## config.mk

```make
export PLATFORM = sky130hd
export DESIGN_NAME = yrv_key_in_flat
export DESIGN_NICKNAME = d
export VERILOG_FILES = /design/src/rtl/yrv_key_in_if.sv /design/src/rtl/yrv_key_in.sv /design/src/flat_wrapper.sv
export SDC_FILE = /design/constraint.sdc
export NUM_CORES = 1
export LEC_CHECK = 0
export CORE_AREA = 8 8 107 60
export CTS_CLUSTER_DIAMETER = 150
export CTS_CLUSTER_SIZE = 25
export DETAILED_ROUTE_END_ITERATION = 10
export DIE_AREA = 0 0 115 68
export PLACE_DENSITY = 0.82
export SETUP_SLACK_MARGIN = 0.05
export SYNTH_ARGS = -nofsm -noshare
export SYNTH_HDL_FRONTEND = slang
export SYNTH_SLANG_ARGS = --single-unit
```

## constraint.sdc

```tcl
create_clock -name clk -period 2.4 [get_ports clk]
set_clock_uncertainty 0.05 [all_clocks]
set_input_delay 0.48 -clock clk [delete_from_list [all_inputs] [get_ports clk]]
set_output_delay 0.48 -clock clk [all_outputs]
set_load 0.01 [all_outputs]
```

## src/rtl/yrv_key_in_if.sv

```systemverilog
// yrv_key_in_if: board key bundle between the key block and the MCU top.
// master drives raw keys and controls, slave returns debounced state.
interface yrv_key_in_if #(
  parameter int N_KEYS = 4
);
  logic [N_KEYS-1:0] key_raw;
  logic              int_en;
  logic              flag_clr;
  logic [N_KEYS-1:0] key_level;
  logic [N_KEYS-1:0] key_press;
  logic [N_KEYS-1:0] key_release;
  logic [15:0]       key_word;
  logic              int_req;

  modport master (
    output key_raw,
    output int_en,
    output flag_clr,
    input  key_level,
    input  key_press,
    input  key_release,
    input  key_word,
    input  int_req
  );

  modport slave (
    input  key_raw,
    input  int_en,
    input  flag_clr,
    output key_level,
    output key_press,
    output key_release,
    output key_word,
    output int_req
  );
endinterface

```

## src/rtl/yrv_key_in.sv

```systemverilog
// yrv_key_in: synchronised, tick-debounced board keys with sticky
// press/release flags, a port4_in status word and a maskable irq.
module yrv_key_in #(
  parameter int N_KEYS         = 4,
  parameter int CLK_HZ         = 50_000_000,
  parameter int SAMPLE_HZ      = 1000,
  parameter int STABLE_SAMPLES = 4,
  parameter bit KEY_ACTIVE_LOW = 1'b1
) (
  input logic        clk,
  input logic        resetb,
  yrv_key_in_if.slave bus
);
  localparam int DIV = CLK_HZ / SAMPLE_HZ;
  localparam int DW  = $clog2(DIV);
  localparam logic [DW-1:0] DIV_M1 = DW'(DIV - 1);
  localparam logic [3:0] RUN_M1 = 4'(STABLE_SAMPLES - 1);

  logic [N_KEYS-1:0] w_raw;
  logic [N_KEYS-1:0] r_s1;
  logic [N_KEYS-1:0] r_s2;
  logic [N_KEYS-1:0] r_level;
  logic [N_KEYS-1:0] r_press;
  logic [N_KEYS-1:0] r_release;
  logic [N_KEYS-1:0] w_level_nxt;
  logic [N_KEYS-1:0] w_set_p;
  logic [N_KEYS-1:0] w_set_r;
  logic [3:0]        r_run [N_KEYS];
  logic [3:0]        w_run_nxt [N_KEYS];
  logic [DW-1:0]     r_div;
  logic              w_tick;
  logic              r_clr_q;
  logic              r_clr_prev;
  logic              w_clr;
  logic [3:0]        w_lvl4;
  logic [3:0]        w_prs4;
  logic [3:0]        w_rel4;

  assign w_raw  = KEY_ACTIVE_LOW ? ~bus.key_raw : bus.key_raw;
  assign w_tick = (r_div == DIV_M1);
  assign w_clr  = r_clr_q & ~r_clr_prev;

  always_ff @(posedge clk or negedge resetb) begin
    if (!resetb) begin
      r_s1       <= '0;
      r_s2       <= '0;
      r_div      <= '0;
      r_clr_q    <= 1'b0;
      r_clr_prev <= 1'b0;
    end else begin
      r_s1       <= w_raw;
      r_s2       <= r_s1;
      r_div      <= w_tick ? '0 : r_div + DW'(1);
      r_clr_q    <= bus.flag_clr;
      r_clr_prev <= r_clr_q;
    end
  end

  // any agreeing sample restarts the run, so bounces never accumulate
  always_comb begin
    w_level_nxt = r_level;
    w_set_p     = '0;
    w_set_r     = '0;
    for (int i = 0; i < N_KEYS; i++) begin
      w_run_nxt[i] = r_run[i];
      if (w_tick) begin
        if (r_s2[i] == r_level[i]) begin
          w_run_nxt[i] = '0;
        end else if (r_run[i] == RUN_M1) begin
          w_run_nxt[i]   = '0;
          w_level_nxt[i] = r_s2[i];
          w_set_p[i]     = r_s2[i];
          w_set_r[i]     = ~r_s2[i];
        end else begin
          w_run_nxt[i] = r_run[i] + 4'd1;
        end
      end
    end
  end

  always_ff @(posedge clk or negedge resetb) begin
    if (!resetb) begin
      r_level   <= '0;
      r_press   <= '0;
      r_release <= '0;
      for (int i = 0; i < N_KEYS; i++)
        r_run[i] <= '0;
    end else begin
      r_level   <= w_level_nxt;
      r_press   <= (r_press & ~{N_KEYS{w_clr}}) | w_set_p;
      r_release <= (r_release & ~{N_KEYS{w_clr}}) | w_set_r;
      for (int i = 0; i < N_KEYS; i++)
        r_run[i] <= w_run_nxt[i];
    end
  end

  assign w_lvl4 = 4'(r_level);
  assign w_prs4 = 4'(r_press);
  assign w_rel4 = 4'(r_release);

  assign bus.key_level   = r_level;
  assign bus.key_press   = r_press;
  assign bus.key_release = r_release;
  assign bus.key_word    = {4'b0, w_rel4, w_prs4, w_lvl4};
  assign bus.int_req     = bus.int_en & |r_press;
endmodule
```

## src/flat_wrapper.sv

```systemverilog
// flat-port wrapper written by rule: the top's interface ports become plain ports
module yrv_key_in_flat 
#(
  parameter int N_KEYS         = 4,
  parameter int CLK_HZ         = 50_000_000,
  parameter int SAMPLE_HZ      = 1000,
  parameter int STABLE_SAMPLES = 4,
  parameter bit KEY_ACTIVE_LOW = 1'b1
)
  (clk, resetb, bus_key_raw, bus_int_en, bus_flag_clr, bus_key_level, bus_key_press, bus_key_release, bus_key_word, bus_int_req);
  yrv_key_in_if #(.N_KEYS(N_KEYS)) bus_i ();
  input logic clk;
  input logic resetb;
  input wire logic [$bits(bus_i.key_raw)-1:0] bus_key_raw;
  input wire logic [$bits(bus_i.int_en)-1:0] bus_int_en;
  input wire logic [$bits(bus_i.flag_clr)-1:0] bus_flag_clr;
  output wire logic [$bits(bus_i.key_level)-1:0] bus_key_level;
  output wire logic [$bits(bus_i.key_press)-1:0] bus_key_press;
  output wire logic [$bits(bus_i.key_release)-1:0] bus_key_release;
  output wire logic [$bits(bus_i.key_word)-1:0] bus_key_word;
  output wire logic [$bits(bus_i.int_req)-1:0] bus_int_req;
  assign bus_i.key_raw = bus_key_raw;
  assign bus_i.int_en = bus_int_en;
  assign bus_i.flag_clr = bus_flag_clr;
  assign bus_key_level = bus_i.key_level;
  assign bus_key_press = bus_i.key_press;
  assign bus_key_release = bus_i.key_release;
  assign bus_key_word = bus_i.key_word;
  assign bus_int_req = bus_i.int_req;
  yrv_key_in #(.N_KEYS(N_KEYS), .CLK_HZ(CLK_HZ), .SAMPLE_HZ(SAMPLE_HZ), .STABLE_SAMPLES(STABLE_SAMPLES), .KEY_ACTIVE_LOW(KEY_ACTIVE_LOW)) u_core (.clk(clk), .resetb(resetb), .bus(bus_i));
endmodule
```

Word level (Yosys, flattened, before mapping)
Index checks and enable logic that the tools add are counted.
Word-level totals
  output and inout bits: 29
  input port bits: 8
  register bits: 54
  word-level logic and storage cells: 84
Operators by class
  add/sub/neg operators: 5
  reductions and logical operators: 5
  bitwise logic cells: 17
  muxes and demuxes: 33
  equality and inequality tests: 9
Operators with widths (count)
  4-bit 2-to-1 mux: 8
  1-bit 2-to-1 mux: 24
  16-bit by 1-bit adder with 16-bit output (second input constant): 1
  4-bit by 1-bit adder with 4-bit output (second input constant): 4
  16-bit == test (second input constant): 1
  4-bit by 2-bit == test with 1-bit output (second input constant): 4
  16-bit 2-to-1 mux: 1
  3-bit AND reduction: 4
  1-bit inverter: 9
  4-bit bitwise AND: 2
  4-bit inverter: 2
  4-bit bitwise OR: 2
  1-bit == test: 4
  4-bit OR reduction: 1
  1-bit bitwise AND: 2

Depth between registers and ports, before layout
Gate-level depths: netlist of the first run.
  depth after elaboration: 5
  depth in mapped cells: 7
  mapped depth without buffers: 5

Least setup slack after synthesis of the first run
No wires, ideal clock.
  path kind: register -> register
  start point: register u_core.r_div[0]
  end point: register u_core.r_level[0] (netlist: u_core.bus.key_level[0])
  cell stages (with the launch flop): 7
  data required time: 2.225 ns
  path buffers: 1
  arrival time: 1.490 ns
  library setup time: 0.125 ns
  period minus slack after synthesis: 1.665 ns
  path slack: 0.735 ns
  path through: dfrtp_1 ha_1 and3_1 and4_4 buf_12 nand2_4 mux2_4
On the way
  word-level cells in the longest chain between the ends: 2
Ends and longest elaborated chain
  start: declaration: line yrv_key_in.sv:30  | logic [DW-1:0] r_div;
  start signal: assignment: line yrv_key_in.sv:53  | r_div <= w_tick ? '0 : r_div + DW'(1);
  16-bit == test: line yrv_key_in.sv:40  | assign w_tick = (r_div == DIV_M1);
  3-bit AND reduction (no source line)
  end signal: assignment: line yrv_key_in.sv:89  | r_level <= w_level_nxt;
  end: declaration: line yrv_key_in.sv:22  | logic [N_KEYS-1:0] r_level;
No other way between the ends.
A chain may end at the register's enable or synchronous reset.

Worst setup path after layout of the first run
  start point: register u_core.r_press[1] (netlist: u_core.bus.key_press[1])
  end point: output port bus_int_req
On the way
  word-level cells in the longest chain between the ends: 2
Ends and longest elaborated chain
  start: declaration: line yrv_key_in.sv:23  | logic [N_KEYS-1:0] r_press;
  start signal: assignment: line yrv_key_in.sv:90  | r_press <= (r_press & ~{N_KEYS{w_clr}}) | w_set_p;
  4-bit OR reduction: line yrv_key_in.sv:105  | assign bus.int_req = bus.int_en & |r_press;
  1-bit bitwise AND: line yrv_key_in.sv:105
  end: declaration: line flat_wrapper.sv:21  | output wire logic [$bits(bus_i.int_req)-1:0] bus_int_req;
No other way between the ends.

==> impl_metrics.csv, run 1 <==
group,metric,value,unit
clock_tree,cts_tree,"built",
logic_synthesis,yosysUniqueCellTypes,37,
logic_synthesis,async_flop_share,1.000,
clock_tree,cts_hold_buf,0,
placement,place_congestion,0.8036,
power_and_ir_drop,ir_worst_vdd,339.9,uV
sta,setup_viol,0,
die,initial_core_util,0.5002,
global_routing,grtUsageTotal,0.1367,
die,dieArea,7820,um2
routing,ant_nets,0,
logic_synthesis,netlist.area_leader.share,0.5310,
routing,finalWirelength,4749,um
global_routing,grt_max_degree,32,
power_and_ir_drop,powerDensity,532.6,nW/um2
worst_setup_path,start_kind,"flop",
clock_tree,cts.path.max_buffers,2,
die,die_x,115,um
final_layout,multi_input_area,1026,um2
final_layout,nFillCells,449,
run_status,outcome,"finished, final reports clean",
worst_setup_path,critPathKind,"reg -> out",
final_layout,syn_to_final_growth,15.63,%
routing,dr.pass1.iters,5,
worst_hold_path,hold_class,"in -> async",
worst_setup_path,cp.required,1.87,ns
final_layout,seqCellArea,1351,um2
global_routing,antenna_found_initial,0,
sta,worst_pin_slew,0.5597,ns
sta,fin_crit,2.168,ns
worst_setup_path,cp_data_arrival_time,1.64,ns
clock_tree,htree_levels,2,
logic_synthesis,synth.cell_area,2545,um2
routing,vias,1690,
logic_synthesis,synth_top_cell_by_area,"dfrtp_1",
routing,drtIter0Drc,55,
clock_tree,clock_latency,0.31,ns
logic_synthesis,netlist_top_cells_area,"dfrtp_1, buf_4, o21ai_0, nand2_1, xnor2_1",
logic_synthesis,syn_inst,237,
sta,rsz0062_at_grt,"false",
final_layout,drive_gt1_frac,0.1069,
final_layout,antenna_cells,0,
placement,dp_hpwl,3556,um
logic_synthesis,yosys_warnings,0,
logic_synthesis,synth_ff_type,"dfrtp_1",
routing,viasPerCell,5.045,
clock_tree,ctsResizeCount,0,
worst_setup_path,cp-end-kind,"output pin",
logic_synthesis,synth-seq-cells,54,
final_layout,layout.nets,274,
clock_tree,cts_setup_buffers,0,
clock_tree,cts_root_buf,"clkbuf_8",
logic_synthesis,avgSynthCellArea,10.74,um2
placement,port_buffers,32,
clock_tree,clkSlewWorstSetupHoldPaths,0.10,ns
logic_synthesis,synth_edf_count,0,
power_and_ir_drop,p_leak,1.357,nW
sta,drv_slew,0,
final_layout,fin_util,0.5785,
worst_setup_path,critPathMaxFanout,4,
die,io_pins,37,
logic_synthesis,yosysMostFrequentCell,"dfrtp_1",
global_routing,grt_first_pass_wirelength,8452,um
sta,hold_viol,0,
die,core-area,5087,um2
routing,drc,0,
global_routing,overflow,0,
sta,fmax,0.4612,GHz
logic_synthesis,seq_area_frac_synth,0.5310,
sta,max-slew-margin-rel,0.6268,
global_routing,first_global_vias,1728,
job,cap_violations,0,
logic_synthesis,synth_commonest_cells,"dfrtp_1, nand2_1, o21ai_0, buf_4, nand3_1",
routing,wl_per_cell,14.18,um
sta,finalSetupTns,0,ns
clock_tree,cts_sinks,54,
clock_tree,cts_buffers,5,
die,core.rowCount,19,
die,die_y,68,um
sta,finalCritPeriodShare,0.9034,
[final cells by class]
cell class                      instances  share of cell area
Clock buffer                            5             0.02338
Clock inverter                          3             0.01361
Inverter                                6            0.007653
Multi-Input combinational cell        160              0.3486
Sequential cell                        54              0.4592
Tap cell                               73             0.03104
Timing Repair Buffer                   34              0.1165
[layer usage]
layer / GRT usage / part of all wire
met4: 0.04700 / 0.0084
met1: 0.1905 / 0.52
met3: 0.03961 / 0.042
met2: 0.2003 / 0.43
met5: 0 / 0
[worst max-delay path, stage by stage (launching register included)]
cell and delay, ns:
dfrtp_1 0.43, o41a_1 0.42, clkdlybuf4s50_1 0.48
[state kept, by name, summed over array words and instances, names as in the netlist]
signal and count:
u_core.bus.key_level 4, u_core.bus.key_press 4, u_core.bus.key_release 4, u_core.r_clr_prev 1, u_core.r_clr_q 1, u_core.r_div 16
u_core.r_run 16, u_core.r_s1 4, u_core.r_s2 4
[through the flow]
stage | cells | hold slack, ns | power, mW | worst slack, ns | instance area, um2
after global routing | 335 | 0.1376 | 1.631 | 0.1917 | 2943
after floorplan | 240 | 0.1344 | 0.9602 | 0.7350 | 2556
after global placement | 327 | 0.2831 | 0.9908 | 0.2762 | 2834
after CTS | 335 | 0.1213 | 1.591 | 0.2233 | 2943
after detailed placement | 327 | 0.2878 | 0.9922 | 0.2623 | 2834
final | 335 | 0.09950 | 1.567 | 0.2319 | 2943
[final timing paths]
check | slack (ns) | cells after the start | to | from
max in group asynchronous | 1.63 | 2 | u_core.r_div[15] | resetb
max | 0.23 | 2 | bus_int_req | u_core.bus.key_press[1]
min reg2reg | 0.31 | 0 | u_core.r_s2[0] | u_core.r_s1[0]
min | 0.1 | 1 | u_core.r_run[15] | resetb
max reg2reg | 0.48 | 5 | u_core.bus.key_level[3] | u_core.r_div[0]
min in group clk | 0.31 | 0 | u_core.r_s2[0] | u_core.r_s1[0]
[power breakdown]
part	internal, mW	switching [mW]
sequential	0.917	0.00546
combinational	0.0189	0.0308
clock	0.307	0.287
[logic make-up (layout without fill, tap and decap cells)]
group	after synthesis	in the layout	share of synthesized area
simple gates	95	95	0.2173
xor+xnor	15	15	0.05162
fa+ha+maj	5	5	0.02458
buf+inv	26	48	0.07030
compound gates	36	36	0.07718
mux	5	5	0.02655
flops	54	54	0.5310
other cells	1	4	0.001474
[layout by cell type, fill, tap and decap left out, types with 2 or more instances in the layout]
cell / Yosys / final
dfrtp_1: 54 / 54
nor3b_1: 4 / 4
clkdlybuf4s50_1: 0 / 31
nand3_1: 13 / 13
o21ai_0: 25 / 25
nand2_1: 27 / 27
nand2_4: 3 / 3
nand4_1: 6 / 6
inv_1: 6 / 6
xor2_1: 7 / 7
clkinv_2: 0 / 2
mux2_2: 2 / 2
or2_2: 4 / 4
mux2_4: 3 / 3
and2_1: 5 / 5
a21oi_1: 5 / 5
nand3b_1: 4 / 4
xnor2_1: 8 / 8
clkbuf_8: 0 / 5
and4bb_2: 2 / 2
o31ai_1: 4 / 4
conb_1: 1 / 4
and3_1: 2 / 2
nand2b_1: 9 / 9
ha_1: 5 / 5
nor2_1: 8 / 8
No activity file was read; power rests on OpenSTA's default activity.
==> run 2, diff against run 1 <==
- CORE_AREA: 8 8 107 60 -> 8 8 112 63
- DIE_AREA: 0 0 115 68 -> 0 0 120 71
- PLACE_DENSITY: 0.82 -> 0.78
- clock period: 2.4 -> 1.82 ns (I/O delays scaled with it)
==> impl_metrics.csv, run 2 (synthesis results as in run 1) <==
group,metric,value,unit
run_status,outcome,"finished, final reports clean",
worst_setup_path,cp_data_arrival_time,1.33,ns
global_routing,globalRouteMet1Util,0.2041,
die,io_pins,37,
global_routing,antenna_found_initial,0,
global_routing,overflow,0,
die,core-area,5630,um2
power_and_ir_drop,clock_power_share,0.383,
power_and_ir_drop,switching_share,0.2076,
sta,hold_viol,0,
final_layout,layout.nets,293,
sta,setup_viol,0,
worst_setup_path,cp-end-kind,"output pin",
die,initial_core_util,0.4520,
power_and_ir_drop,share_comb_of_total_power,0.032,
placement,port_buffers,32,
die,die_x,120,um
sta,fmax,0.5722,GHz
worst_setup_path,critPathKind,"reg -> out",
routing,drc,0,
worst_setup_path,cp_top_family,"buffers and inverters",
worst_hold_path,holdPathEnd,"u_core.r_s2[3]",
routing,dr.pass1.iters,4,
power_and_ir_drop,p_leak,1.579,nW
job,cap_violations,0,
final_layout,nFillCells,493,
placement,place_congestion,0.8186,
die,dieArea,8520,um2
worst_setup_path,crit_buf_inv,1,
global_routing,first_global_vias,1710,
global_routing,met3_usage,0.04051,
worst_setup_path,cp.depth,1,
final_layout,syn_to_final_growth,23.11,%
clock_tree,cts_tree,"built",
power_and_ir_drop,power_frac_seq,0.585,
final_layout,final_cell_mix,"dfrtp_1, nand2_1, o21ai_0, clkdlybuf4s50_1, buf_4",
final_layout,antenna_cells,0,
clock_tree,htree_levels,2,
routing,ant_nets,0,
worst_hold_path,hold_start,"u_core.r_s1[3]",
worst_setup_path,worstReg2RegEnd,"u_core.bus.key_level[3]",
power_and_ir_drop,internal_power,1.649,mW
worst_setup_path,cp.required,1.41,ns
routing,vias,1811,
routing,drtIter0Drc,175,
routing,viasPerCell,5.059,
final_layout,final_common_cell,"dfrtp_1",
global_routing,grt_first_pass_wirelength,9059,um
clock_tree,clock_latency,0.31,ns
sta,finalSetupTns,0,ns
global_routing,grtUsageTotal,0.1329,
clock_tree,cts_root_buf,"clkbuf_8",
clock_tree,cts.path.max_buffers,2,
worst_setup_path,critPathMaxFanout,4,
worst_setup_path,r2r_cells,4,
worst_hold_path,hold_depth,0,
placement,dp_hpwl,3620,um
routing,wl_per_cell,14.79,um
worst_hold_path,hold_class,"reg -> reg",
power_and_ir_drop,power.switching,431.8,uW
sta,hold_ws,0.3078,ns
power_and_ir_drop,powerDensity,664.0,nW/um2
die,die_y,71,um
sta,finalCritPeriodShare,0.9602,
sta,fin_crit,1.748,ns
global_routing,busiest_layer,"met1",
worst_setup_path,r2r-start,"u_core.r_div[13]",
routing,finalWirelength,5295,um
sta,drv_slew,0,
global_routing,grt_max_degree,49,
sta,rsz0062_at_grt,"true",
die,core.rowCount,20,
final_layout,drive_gt1_frac,0.1815,
clock_tree,cts_buffers,5,
placement,place_worst_setup_slack,-0.1161,ns
worst_setup_path,start_kind,"flop",
worst_setup_path,rrSetupSlack,0.11,ns
final_layout,reg_top3,"u_core.r_div (16), u_core.r_run (16)",
worst_setup_path,crit_slowest_cell,"clkdlybuf4s50_1",
clock_tree,cts_sinks,54,
worst_setup_path,slowest_delay,0.58,ns
power_and_ir_drop,ir_worst_vdd,291.5,uV
global_routing,grtUsageMet2,0.1693,
clock_tree,clkSlewWorstSetupHoldPaths,0.09,ns
sta,setup_ws,0.07241,ns
worst_setup_path,cp_cell_sequence,"clkdlybuf4s50_1",
-- run 2: changes by cell type in the layout (fill, tap and decap cells not counted), sizes merged --
cell,change
clkbuf,+3
clkdlybuf4s50,-9
dlymetal6s2s,+5
dlygate4sd3,+1
buf,+17
and4,+1
clkinv,-2
dlygate4sd2,+3
-- run 2: how the worst max path moves through the flow --
stage | endpoint | from | slack, ns
3_3_place_gp | bus_int_req | bus_int_en | -0.07
6_report | bus_key_word[7] | u_core.bus.key_press[3] | 0.07
2_1_floorplan | u_core.bus.key_level[0] | u_core.r_div[0] | 0.16
5_1_grt | u_core.r_run[3] | u_core.r_div[0] | 0.02
3_5_place_dp | bus_int_req | bus_int_en | -0.12
4_1_cts | bus_int_req | u_core.bus.key_press[2] | 0.01
-- run 2: metrics by stage --
stage | instance area [um2] | cells | util | power (mW)
2_1_floorplan | 2556 | 240 | - | 1.266
3_3_place_gp | 2929 | 343 | 0.5202 | 1.306
3_5_place_dp | 2929 | 343 | 0.5202 | 1.308
4_1_cts | 3084 | 357 | 0.5478 | 2.105
5_1_grt | 3133 | 358 | 0.5564 | 2.171
6_report | 3133 | 358 | 0.5564 | 2.080
-- run 2: power groups by stage --
stage	logic [mW]	clock network [mW]	registers, mW
2_1_floorplan	0.0270	0	1.24
3_3_place_gp	0.0654	0	1.24
3_5_place_dp	0.0667	0	1.24
4_1_cts	0.0685	0.819	1.22
5_1_grt	0.0773	0.874	1.22
6_report	0.0666	0.796	1.22
-- run 2: layout make-up --
class | count | area [um2] | share of cell area
well taps | 77 | 96.34 | 0.03075
clock inverters | 1 | 30.03 | 0.009585
flip-flops and latches | 54 | 1355 | 0.4325
inverters | 6 | 22.52 | 0.007189
repair buffers | 52 | 488.0 | 0.1558
multi-input cells | 161 | 1065 | 0.3399
clock buffers | 7 | 76.32 | 0.02436
-- run 2: layer usage --
metal / share of wire / routed length, um
met1: 0.53 / 2796
met2: 0.41 / 2154
met3: 0.057 / 302
met4: 0.0079 / 42
met5: 0 / 0
-- run 2: repair_timing --
action	CTS	global route
endpoints found under the setup margin	18	30
pin swaps	1	2
hold endpoints to repair	6	0
hold buffers	1	0
gates resized for setup	7	14
buffers inserted	4	1
gates cloned	1	0
